File: config.mk
export PLATFORM = sky130hd
export DESIGN_NAME = plus_operator_adder
export DESIGN_NICKNAME = d
export VERILOG_FILES = /design/src/rtl/plus_operator_adder.sv
export SDC_FILE = /design/constraint.sdc
export NUM_CORES = 1
export LEC_CHECK = 0
export ABC_AREA = 0
export CORE_MARGIN = 2
export CORE_UTILIZATION = 48
export CTS_CLUSTER_DIAMETER = 80
export DETAILED_ROUTE_END_ITERATION = 6
export PLACE_DENSITY_LB_ADDON = 0.2
export SYNTH_ARGS = -nofsm -noshare
export SYNTH_HDL_FRONTEND = slang
export SYNTH_SLANG_ARGS = --single-unit
File: constraint.sdc
create_clock -name clk -period 8.3 [get_ports clk]
set_clock_uncertainty 0.15 [all_clocks]
set_input_delay 0.83 -clock clk [delete_from_list [all_inputs] [get_ports clk]]
set_output_delay 0.83 -clock clk [all_outputs]
set_load 0.01 [all_outputs]
File: src/rtl/plus_operator_adder.sv
// Reference adder: Sum = A + B + Cin with unsigned carry-out and signed overflow,
// offered both combinationally and through a one-cycle registered path with valid.
module plus_operator_adder #(
  parameter int WIDTH = 32
) (
  input  logic             clk,
  input  logic             rst_n,
  input  logic [WIDTH-1:0] A,
  input  logic [WIDTH-1:0] B,
  input  logic             Cin,
  input  logic             in_valid,
  output logic [WIDTH-1:0] Sum,
  output logic             Cout,
  output logic             Ovf,
  output logic [WIDTH-1:0] sum_q,
  output logic             cout_q,
  output logic             ovf_q,
  output logic             out_valid
);

  localparam int MSB = WIDTH - 1;

  // Signed overflow: operands agree in sign but the result does not.
  function automatic logic signed_ovf(input logic a_msb, input logic b_msb,
                                      input logic s_msb);
    return (a_msb == b_msb) && (s_msb != a_msb);
  endfunction

  logic [WIDTH:0]   result;
  logic [WIDTH-1:0] sum_d;
  logic             cout_d;
  logic             ovf_d;
  logic             out_valid_d;
  logic             out_valid_q;

  always_comb begin
    result = {1'b0, A} + {1'b0, B} + {{WIDTH{1'b0}}, Cin};
    Sum    = result[MSB:0];
    Cout   = result[WIDTH];
    Ovf    = signed_ovf(A[MSB], B[MSB], result[MSB]);
  end

  // Capture stage: load on in_valid, otherwise hold the last result.
  always_comb begin
    sum_d       = sum_q;
    cout_d      = cout_q;
    ovf_d       = ovf_q;
    out_valid_d = in_valid;
    if (in_valid) begin
      sum_d  = Sum;
      cout_d = Cout;
      ovf_d  = Ovf;
    end
  end

  always_ff @(posedge clk or negedge rst_n) begin
    if (!rst_n) begin
      sum_q       <= '0;
      cout_q      <= 1'b0;
      ovf_q       <= 1'b0;
      out_valid_q <= 1'b0;
    end else begin
      sum_q       <= sum_d;
      cout_q      <= cout_d;
      ovf_q       <= ovf_d;
      out_valid_q <= out_valid_d;
    end
  end

  assign out_valid = out_valid_q;

endmodule

==> impl_metrics.yaml <==
sta:
  finalSetupViolCount: 0
  slew_headroom: 0.344
  worst-slew-pin-transition_ns: 0.985
  rsz0062_at_grt: "no"
  timing.setup.tns_ns: 0
  slew_violations: 0
  post-route-period-util: 0.637
  hold_violations: 0
  fin_crit_ns: 5.28
  clock.fmax_ghz: 0.189
clock_tree:
  clk_latency_ns: 0.29
  clk_pin_slew_worst_paths_ns: 0.08
  numClockSinks: 35
  cts_tree: "done"
  cts_buffer_depth: 2
  cts-root-buf: "clkbuf_8"
  holdBufCountCts: 0
  post_cts_buffers: 0
  numCtsBuffers: 5
  htreeDepth: 2
  ctsResizeCount: 0
die:
  die_w_um: 87.6
  ioPinCount: 137
  initial_core_util: 0.494
  dieArea_sq_um: 7670
  die_h_um: 87.6
  fp.coreArea_sq_um: 6790
  rows: 30
detailed_routing:
  via_per_inst: 5.77
  drc: 0
  drt_pre_antenna_iters: 5
  wl_um: 9830
  vias: 3592
  drt_iter0_markers: 167
  antenna_left: 0
  avgRoutedWirePerCell_um: 15.8
synthesis:
  synth_top_flop_cell: "dfrtp_1"
  ys_async_sr_fraction: 1.00
  synth_area_sq_um: 3350
  synth_fp_nets: 504
  synth_top_area_cell: "dfrtp_1"
  postSynthCellCount: 403
  synth_area_per_cell_sq_um: 8.32
  synth_edf_count: 0
  synthDominantCellAreaShare: 0.261
  yosys_register_bits: 35
  synth.area.top_cells: "dfrtp_1 (26%), ha_1 (12%), mux2_2 (6.7%)"
  yosys-top-cells-count: "a21oi_1 (41), nand2_1 (41), dfrtp_1 (35)"
  ys_seq_area_frac: 0.261
  yosysWarnings: 0
  synth_cell_types: 60
critical_path:
  slowest_delay_ns: 0.56
  ff2ff_setup_slack_ns: 7.08
  worst_setup_path_start_kind: "input pin"
  worstPathArrival_ns: 4.30
  worstPathRequired_ns: 7.32
  slowest_stage: "clkdlybuf4s50_1"
  path_class: "in2out"
  endpoint_kind: "output pin"
  crit_chain: "clkdlybuf4s50_1, fa_1, fa_1, a21oi_1, o211ai_1, a31oi_1, o2111ai_1, and2_1, o21a_1, o211ai_1, clkdlybuf4s50_1"
  worstPathMaxFanout: 5
final_layout:
  nets: 627
  areaGrowthSynthToFinish_pct: 43.9
  final_util: 0.710
  fillerInstances: 554
  antenna_cells: 0
  layout-drive-gt1-share: 0.0683
run:
  max_cap_violations: 0
global_route:
  grt_pass1_vias: 3518
  overflow: 0
  antenna_found_initial: 0
  grt_use_met1: 0.332
  grtUsageMet2: 0.435
  grt_usage: 0.255
  use_met3: 0.0415
  grt_pass1_wl_um: 15900
  grt_max_degree: 47
  top_usage_layer: "met2"
placed_design:
  place_hpwl_um: 7700
  port_buffers: 136
  gp_congestion: 0.932
hold_path:
  hp-class: "reg2reg"
power:
  p_leak_uw: 0.00200
  p_per_area_nw_per_um2: 167
  vdd_ir_drop_max_v: 0.0000979
run_status:
  outcome: "finished, final reports clean"
[critical path: cells and delay by family]
kind / cells / cell delay [ns]
compound gates: 6 / 1.34
fa+ha+maj: 2 / 0.91
buf+inv: 2 / 1.00
simple gates: 1 / 0.23
[layer usage]
metal | vias up | wire length, um
met5 | - | 0
li1 | 1737 | -
met4 | 0 | 155
met3 | 20 | 738
met2 | 155 | 4820
met1 | 1680 | 4110
[layout by cell type (no fill, tap or decap), types with 3 or more instances in the layout]
cell	count
o221ai_1	3
xor2_1	7
and3_1	6
a211o_1	3
ha_1	31
nand2_1	41
nand3_1	9
o211ai_1	6
nand4_1	8
nand2b_1	6
o2111ai_1	3
inv_1	16
or3_1	4
nor2_1	24
xnor2_1	18
o21ai_0	22
a21o_1	5
a21boi_0	3
o21bai_1	4
a21oi_1	41
nor3_1	11
a211oi_1	3
o21a_1	6
clkdlybuf4s50_1	134
a31oi_1	7
dfrtp_1	35
mux2_2	20
nor2b_1	3
clkbuf_8	5
[cell families after synthesis]
| group | synth area share |
|---|---|
| multiplexers | 0.0702 |
| AND/OR/NAND/NOR | 0.177 |
| adder cells (fa/ha/maj) | 0.128 |
| flip-flops | 0.261 |
| XOR/XNOR | 0.0653 |
| AO/OA/AOI/OAI | 0.253 |
| buffers and inverters | 0.0455 |
[registers in the layout, indices dropped and copies added, names as in the netlist]
register	count
sum_q	32
cout_q	1
out_valid	1
ovf_q	1
[per-stage QoR]
stage                     total power, uW  std cells  worst slack, ns  cell area (sq um)  hold slack (ns)
after floorplan                       449        403             4.24               3350            0.363
after global placement                663        615             3.09               4740            0.329
after detailed placement              673        615             3.03               4740            0.327
after CTS                             807        623             3.01               4820            0.355
after global routing                  854        623             2.72               4820            0.376
final                                 803        623             3.02               4820            0.354
[worst paths after layout]
check | to | cells past startpoint | startpoint
setup / recovery | Sum[30] | 11 | A[0]
hold / removal | sum_q[17] | 2 | sum_q[17]
setup reg to reg | sum_q[28] | 3 | sum_q[28]
hold reg to reg | sum_q[17] | 2 | sum_q[17]
max in group asynchronous | sum_q[17] | 1 | rst_n
min in group asynchronous | sum_q[5] | 1 | rst_n
[layout make-up]
cell class / instances / area, sq um / area share
tap: 96 / 120 / 0.0249
timing repair buffer: 136 / 1350 / 0.280
inverter: 17 / 63.8 / 0.0132
clock inverter: 3 / 20.0 / 0.00415
clock buffer: 5 / 68.8 / 0.0143
sequential: 35 / 876 / 0.182
multi-input combinational: 331 / 2320 / 0.482
[where the power goes]
group	leakage, uW	switching, uW	total [uW]	internal, uW
sequential	0.000414	19.6	228	209
clock	0.0000402	73.6	132	58.5
combinational	0.00154	202	443	241
total	0.00200	295	803	508
Note: power is estimated with default switching activity, not from simulation.
